File: src/rtl/fifo_arb_pkg.sv
// Shared types and default sizing for the fifo write-side arbiter.
// The defaults also serve any future read-side schedulers.
package fifo_arb_pkg;

    typedef enum logic {
        IDLE  = 1'b0,
        GRANT = 1'b1
    } arb_state_t;

    localparam int DEF_NUM_REQ   = 4;
    localparam int DEF_DATA_W    = 8;
    localparam int DEF_BURST_MAX = 4;
    localparam int ID_W          = $clog2(DEF_NUM_REQ);

endpackage

File: src/rtl/fifo_wr_arbiter_rr_picker.sv
// Combinational round-robin picker: first set request searching upward
// from last_ptr+1, wrapping modulo NUM_REQ.
module rr_picker
    import fifo_arb_pkg::*;
#(
    parameter int NUM_REQ = DEF_NUM_REQ,
    parameter int IDX_W   = $clog2(NUM_REQ)
) (
    input  logic [NUM_REQ-1:0] req,
    input  logic [IDX_W-1:0]   last_ptr,
    output logic [IDX_W-1:0]   winner,
    output logic               any_req
);

    localparam int SW = IDX_W + 1;

    logic [SW-1:0] idx;
    logic          found;

    always_comb begin
        winner  = '0;
        any_req = |req;
        found   = 1'b0;
        idx     = '0;
        // Wide sum avoids modulo; one conditional subtract wraps it.
        for (int k = 1; k <= NUM_REQ; k++) begin
            idx = {1'b0, last_ptr} + SW'(k);
            if (idx >= SW'(NUM_REQ))
                idx = idx - SW'(NUM_REQ);
            if (!found && req[idx[IDX_W-1:0]]) begin
                winner = idx[IDX_W-1:0];
                found  = 1'b1;
            end
        end
    end

endmodule

File: src/rtl/fifo_wr_arbiter.sv
// Round-robin, burst-bounded arbiter sharing one fifo_sync write port
// among NUM_REQ valid/ready producers; writes are gated on fifo_full.
module fifo_wr_arbiter
    import fifo_arb_pkg::*;
#(
    parameter int NUM_REQ   = DEF_NUM_REQ,
    parameter int DATA_W    = DEF_DATA_W,
    parameter int BURST_MAX = DEF_BURST_MAX,
    parameter int IDX_W     = $clog2(NUM_REQ)
) (
    input  logic                      clk,
    input  logic                      rst,
    input  logic [NUM_REQ-1:0]        req_valid,
    input  logic [NUM_REQ*DATA_W-1:0] req_data,
    output logic [NUM_REQ-1:0]        req_ready,
    input  logic                      fifo_full,
    output logic                      fifo_wr,
    output logic [DATA_W-1:0]         fifo_wdata,
    output logic                      grant_valid,
    output logic [IDX_W-1:0]          grant_id
);

    localparam int CNT_W = $clog2(BURST_MAX + 1);
    localparam logic [CNT_W-1:0] LAST_BEAT = CNT_W'(BURST_MAX - 1);

    arb_state_t        state, state_nx;
    logic [IDX_W-1:0]  last_ptr, winner;
    logic [CNT_W-1:0]  beat_cnt;
    logic              any_req, beat, rel;
    logic [DATA_W-1:0] data_arr [NUM_REQ];

    for (genvar i = 0; i < NUM_REQ; i++) begin : g_unpack
        assign data_arr[i] = req_data[i*DATA_W +: DATA_W];
    end

    rr_picker #(
        .NUM_REQ (NUM_REQ),
        .IDX_W   (IDX_W)
    ) u_pick (
        .req      (req_valid),
        .last_ptr (last_ptr),
        .winner   (winner),
        .any_req  (any_req)
    );

    always_comb begin
        state_nx    = state;
        req_ready   = '0;
        fifo_wr     = 1'b0;
        fifo_wdata  = '0;
        grant_valid = 1'b0;
        beat        = 1'b0;
        rel         = 1'b0;
        case (state)
            IDLE: begin
                if (any_req)
                    state_nx = GRANT;
            end
            GRANT: begin
                beat = req_valid[grant_id] & ~fifo_full;
                // A bubble ends the burst; a full stall never does.
                rel  = ~req_valid[grant_id] | (beat & (beat_cnt == LAST_BEAT));
                if (rel)
                    state_nx = IDLE;
                // Reset cycle must not leak a write to the FIFO.
                if (!rst) begin
                    grant_valid         = 1'b1;
                    req_ready[grant_id] = ~fifo_full;
                    fifo_wr             = beat;
                    fifo_wdata          = data_arr[grant_id];
                end
            end
            default: state_nx = IDLE;
        endcase
    end

    always_ff @(posedge clk) begin
        if (rst) begin
            state    <= IDLE;
            beat_cnt <= '0;
            grant_id <= '0;
            last_ptr <= IDX_W'(NUM_REQ - 1);
        end else begin
            state <= state_nx;
            if (state == IDLE && any_req) begin
                grant_id <= winner;
                beat_cnt <= '0;
            end
            if (beat)
                beat_cnt <= beat_cnt + 1'b1;
            if (rel)
                last_ptr <= grant_id;
        end
    end

endmodule
File: config.mk
export PLATFORM = sky130hd
export DESIGN_NAME = fifo_wr_arbiter
export DESIGN_NICKNAME = d
export VERILOG_FILES = /design/src/rtl/fifo_arb_pkg.sv /design/src/rtl/fifo_wr_arbiter_rr_picker.sv /design/src/rtl/fifo_wr_arbiter.sv
export SDC_FILE = /design/constraint.sdc
export NUM_CORES = 1
export LEC_CHECK = 0
export ABC_AREA = 1
export BUFFER_PORTS_ARGS = -buffer_cell sky130_fd_sc_hd__clkbuf_2
export CORE_MARGIN = 2
export CORE_UTILIZATION = 35
export DETAILED_ROUTE_END_ITERATION = 6
export GPL_TIMING_DRIVEN = 0
export PLACE_DENSITY_LB_ADDON = 0.08
export SLEW_MARGIN = 20
export SYNTH_ARGS = -nofsm -noshare
export SYNTH_HDL_FRONTEND = slang
export SYNTH_SLANG_ARGS = --single-unit
File: constraint.sdc
create_clock -name clk -period 1.35 [get_ports clk]
set_input_delay 0.405 -clock clk [delete_from_list [all_inputs] [get_ports clk]]
set_output_delay 0.405 -clock clk [all_outputs]
set_load 0.05 [all_outputs]
---- Yosys cells after proc, flatten, opt, wreduce, memory -nomap -nowiden ----
Cells that the tools add are included.
W data, S select, Z words.
storage, ports and cells
  bits in registers ....................... 8
  bits of input ports ..................... 39
  output and inout port bits .............. 16
  word-level logic and storage cells ...... 84
operators by class
  add/subtract/negate cells ............... 9
  order comparisons ....................... 11
  equality and inequality tests ........... 1
  mux-type cells .......................... 41
  bitwise gates (word level) .............. 8
  reduce and logical (&&, ||, !) cells .... 10
operator list
  operator               number
  $mux W8                4
  $mux W1                17
  $bmux W8 S2            1
  $mux W2                8
  $ge A3 B3 Y1 const B   5
  $lt A2 B3 Y1 const B   5
  $bmux W1 S2            5
  $mux W4                2
  $sub A2 B1 Y2 const B  4
  $add A2 B2 Y3 const B  2
  $mux W3                2
  $logic_and A1 B1 Y1    5
  $and A4 B4 Y4          1
  $reduce_or A4 Y1       1
  $add A2 B1 Y3 const B  1
  $add A2 B3 Y3 const B  1
  $add A3 B1 Y3 const B  1
  $eq A3 B2 Y1 const B   1
  $logic_not A1 Y1       3
  $not A1 Y1             3
  $not A2 Y3             1
  $and A1 B1 Y1          2
  $demux W1 S2           1
  $ge A2 B1 Y1 const B   1
  other kinds (3)        3

---- Depth between registers and ports, before layout ----
  depth after elaboration ................. 15
  depth in mapped cells ................... 11
  depth with buffers taken out ............ 11

---- By module ----
From an unflattened synthesis, not the netlist that was laid out.
unflattened totals
  cell total of the unflattened synthesis .. 163
  area total of the unflattened synthesis .. 1,213.7 um2
by module, submodules not included
  module           instances  cells an instance  area an instance (um2)  sequential area each (um2)
  fifo_wr_arbiter  1          113                912.1                   160.2
  rr_picker        1          50                 301.5                   0.0

---- Worst setup path before layout ----
Ideal clock, no wire load.
  path kind ............................... reg2out
  from .................................... register state
  to ...................................... output req_ready[0]
  arrival ................................. 2.378 ns
  slack ................................... -1.433 ns
  cell stages (with the launch flop) ...... 7
  path through ............................ dfxtp_1 -> inv_2 -> nor2_2 -> inv_2 -> nor2_1 -> inv_1 -> nor3_1
between the ends
  word-level cells in the longest chain between the ends .. 1
ends and longest elaborated chain
  item                    line                   RTL
  start, declared         fifo_wr_arbiter.sv:26  arb_state_t state, state_nx;
  start signal, assigned  fifo_wr_arbiter.sv:84  state <= state_nx;
  $mux W4                 fifo_wr_arbiter.sv:54  case (state)
  end, declared           fifo_wr_arbiter.sv:15  output logic [NUM_REQ-1:0] req_ready,
No other way between the ends.

---- Final worst setup path ----
  from .................................... register grant_id[1]
  to ...................................... output fifo_wr
between the ends
  word-level cells in the longest chain between the ends .. 5
ends and longest elaborated chain
  item                           line                   RTL
  start, declared                fifo_wr_arbiter.sv:20  output logic [IDX_W-1:0] grant_id
  start signal, assigned         fifo_wr_arbiter.sv:86  grant_id <= winner;
  $bmux W1 S2                    fifo_wr_arbiter.sv:60  beat = req_valid[grant_id] & ~fifo_full;
  $mux W1 (implied by the code)  fifo_wr_arbiter.sv:60
  $and A1 B1 Y1                  fifo_wr_arbiter.sv:60
  $mux W1                        fifo_wr_arbiter.sv:66  if (!rst) begin
  $mux W1                        fifo_wr_arbiter.sv:54
  end, declared                  fifo_wr_arbiter.sv:17  output logic fifo_wr,
No other way between the ends. The select of a mux whose other input is x is not followed.

==> out/summary.txt <==
initial antenna violation count = 0
Clk Latency, worst-skew pair = 250 ps
unrepaired setup endpoints after global routing = true
WS Path Type = reg -> out
clk sinks = 8
number of synthesized flops with an enable pin = 0
static leakage = 0.874 nW
CP required = 950 ps
Cells after Synth = 153
Initial Utilization = 0.363
port bufs = 54
Synth Net Count = 194
P per Cell Area = 1160 nW/um2
FILL cells = 225
Post-Syn Area = 983 um2
flip-flop and latch area = 176 um2
DRT Wirelength = 3.28 mm
gr ovfl total = 0
Max Cap Viol = 0
CTS root buffer = clkbuf_4
most frequent cell after synthesis = nand2_1
Placer Congestion = 0.835
library cells used by synthesis = 26
worst setup margin = -495 ps
WHS = 466 ps
Synth area leader = nand2_1
DIE HEIGHT = 57.0 um
CP Data Arrival Time = 1440 ps
number of remaining DRC errors = 0
Period minus WS final = 1840 ps
status = complete, but fails checks
pre-CTS WS = -532 ps
most used flip-flop cell after synthesis = dfxtp_1
fmax = 0.542 GHz
ys async rst share = 0
Vias = 1318
Placeable Area = 2710 um2
die area = 3250 um2
TritonRoute pass-1 iters = 4
Worst setup EP type = primary output
CTS tree = done
CTS Buffer Depth = 2
multi-input combinational cell area = 945 um2
routed len/inst = 12.6 um
# H-tree levels = 1
Antenna Violating Nets Remaining = 0
crit start category = flop
crit share post-route = 1.37
Peak supply drop = 0.993 mV
HP Class = reg -> reg
post-synth top area share = 0.183
die width = 57.0 um
DR iter-0 viols = 22
first-pass GRT wire length = 5.51 mm
max_slew headroom = 0.809
clock-pin transition on the worst setup and hold timing paths = 60 ps
top-level I/O count = 55
pin count of the biggest net entering global routing = 11
mean post-synth cell area = 6.43 um2
Util after Layout = 0.704
synthesized flop and latch total = 8
ant diodes = 0
Final Hold Fails = 0
Synth top cells by count = 48 x nand2_1, 13 x nand3_1, 12 x inv_1
hold buffers post-CTS = 0
Synth Warn # = 0
Layout Skew = 9.23 ps
Vias/cell = 5.07
register area share after synthesis = 0.163
Slew Viols, Final = 0
layout cells sized above 1 = 0.603
Final setup violation count = 20
Tightest Pin Transition = 287 ps
violated checks = setup timing
vias in the first global route = 1320
DP HPWL = 2.37 mm
largest cells by area after synthesis = nand2_1 18%, dfxtp_1 16%, nand2_4 8.0%
All-Layer GR Usage = 0.208
CP max FO = 9
total clock buffers created by CTS = 3
NumNets Final = 271
Rows = 19
Layout area overhead = 94.0%
-- routing by layer --
layer	track usage	share of wire	up-vias
li1	-	-	669
met3	0.0340	0.057	4
met5	0	0	-
met1	0.241	0.40	597
met2	0.391	0.53	48
met4	0.0565	0.0098	0
-- layout by cell type, fill, tap and decap left out --
cell type | Yosys | layout
a21oi_1 | 2 | 2
a21oi_2 | 1 | 1
a22oi_1 | 8 | 8
a31oi_4 | 0 | 8
buf_12 | 0 | 1
buf_4 | 1 | 16
buf_6 | 1 | 2
buf_8 | 0 | 12
clkbuf_1 | 0 | 1
clkbuf_16 | 0 | 3
clkbuf_2 | 0 | 39
clkbuf_4 | 0 | 3
dfxtp_1 | 8 | 3
dfxtp_2 | 0 | 1
dfxtp_4 | 0 | 4
ha_1 | 2 | 2
inv_1 | 12 | 10
inv_2 | 5 | 2
inv_4 | 2 | 2
inv_6 | 0 | 2
inv_8 | 0 | 3
nand2_1 | 48 | 41
nand2_2 | 9 | 15
nand2_4 | 7 | 8
nand3_1 | 13 | 12
nand3_2 | 0 | 1
nand4_1 | 3 | 3
nor2_1 | 7 | 4
nor2_4 | 2 | 7
nor2_8 | 1 | 1
nor3_4 | 0 | 2
o2111ai_4 | 1 | 1
o21ai_0 | 3 | 3
o21ai_1 | 2 | 2
o21ai_2 | 3 | 2
o21ai_4 | 0 | 1
o22ai_2 | 1 | 1
-- final cells by class --
type / count / share of cell area
clock buffers: 4 / 0.0138
multi-input cells: 125 / 0.495
repair buffers: 71 / 0.305
plain buffers: 2 / 0.0164
well taps: 31 / 0.0203
inverters: 19 / 0.0570
flip-flops and latches: 8 / 0.0925
-- final timing paths --
kind                                                 end  cells past startpoint  slack (ps)                     start
worst max-delay path                             fifo_wr                      7        -490  grant_id[1]$_SDFFE_PP0P_
worst min-delay path            beat_cnt[0]$_SDFFE_PP0P_                      1         470  beat_cnt[0]$_SDFFE_PP0P_
worst max register to register  last_ptr[0]$_SDFFE_PP1P_                     10         -70  grant_id[1]$_SDFFE_PP0P_
worst min register to register  beat_cnt[0]$_SDFFE_PP0P_                      1         470  beat_cnt[0]$_SDFFE_PP0P_
-- kinds of logic after synthesis --
kind of cell	count (synthesis)	synth area share
AND/OR/NAND/NOR	93	0.492
AO/OA/AOI/OAI	29	0.223
buffers and inverters	21	0.0967
flip-flops	8	0.163
adder cells (fa/ha/maj)	2	0.0254
-- state kept, by name, summed over array words and instances, names as in the netlist --
| signal | flops |
|---|---|
| state | 1 |
| grant_id | 2 |
| last_ptr | 2 |
| beat_cnt | 3 |
-- where the power goes --
group	total (mW)	internal [mW]	switching (mW)
sequential	0.354	0.287	0.0670
combinational	1.66	0.677	0.982
clock	0.197	0.113	0.0836
-- metrics by stage --
step / setup TNS, ps / total power [mW] / std cells / cell area (um2)
floorplan: -5200 / 1.40 / 153 / 1200
global route: -7620 / 2.36 / 260 / 1910
detailed placement: -5760 / 1.66 / 238 / 1510
finish: -6080 / 2.21 / 260 / 1910
global placement: -5450 / 1.63 / 238 / 1510
CTS: -6230 / 2.12 / 257 / 1850
-- what timing repair did --
action                     4_1_cts  5_1_grt
setup endpoints to repair       22       23
setup buffers                   14        3
gates cloned                     1        0
gates resized for setup         47       19
pin swaps                        9        6
-- critical path, cell delays in order (launching register included) --
cell       delay (ps)
dfxtp_4           350
buf_12            140
nor2_8            180
nand2_4            60
o2111ai_4         100
nand2_2           120
inv_6              70
clkbuf_16         150
Power figures use the tool's default switching activity.
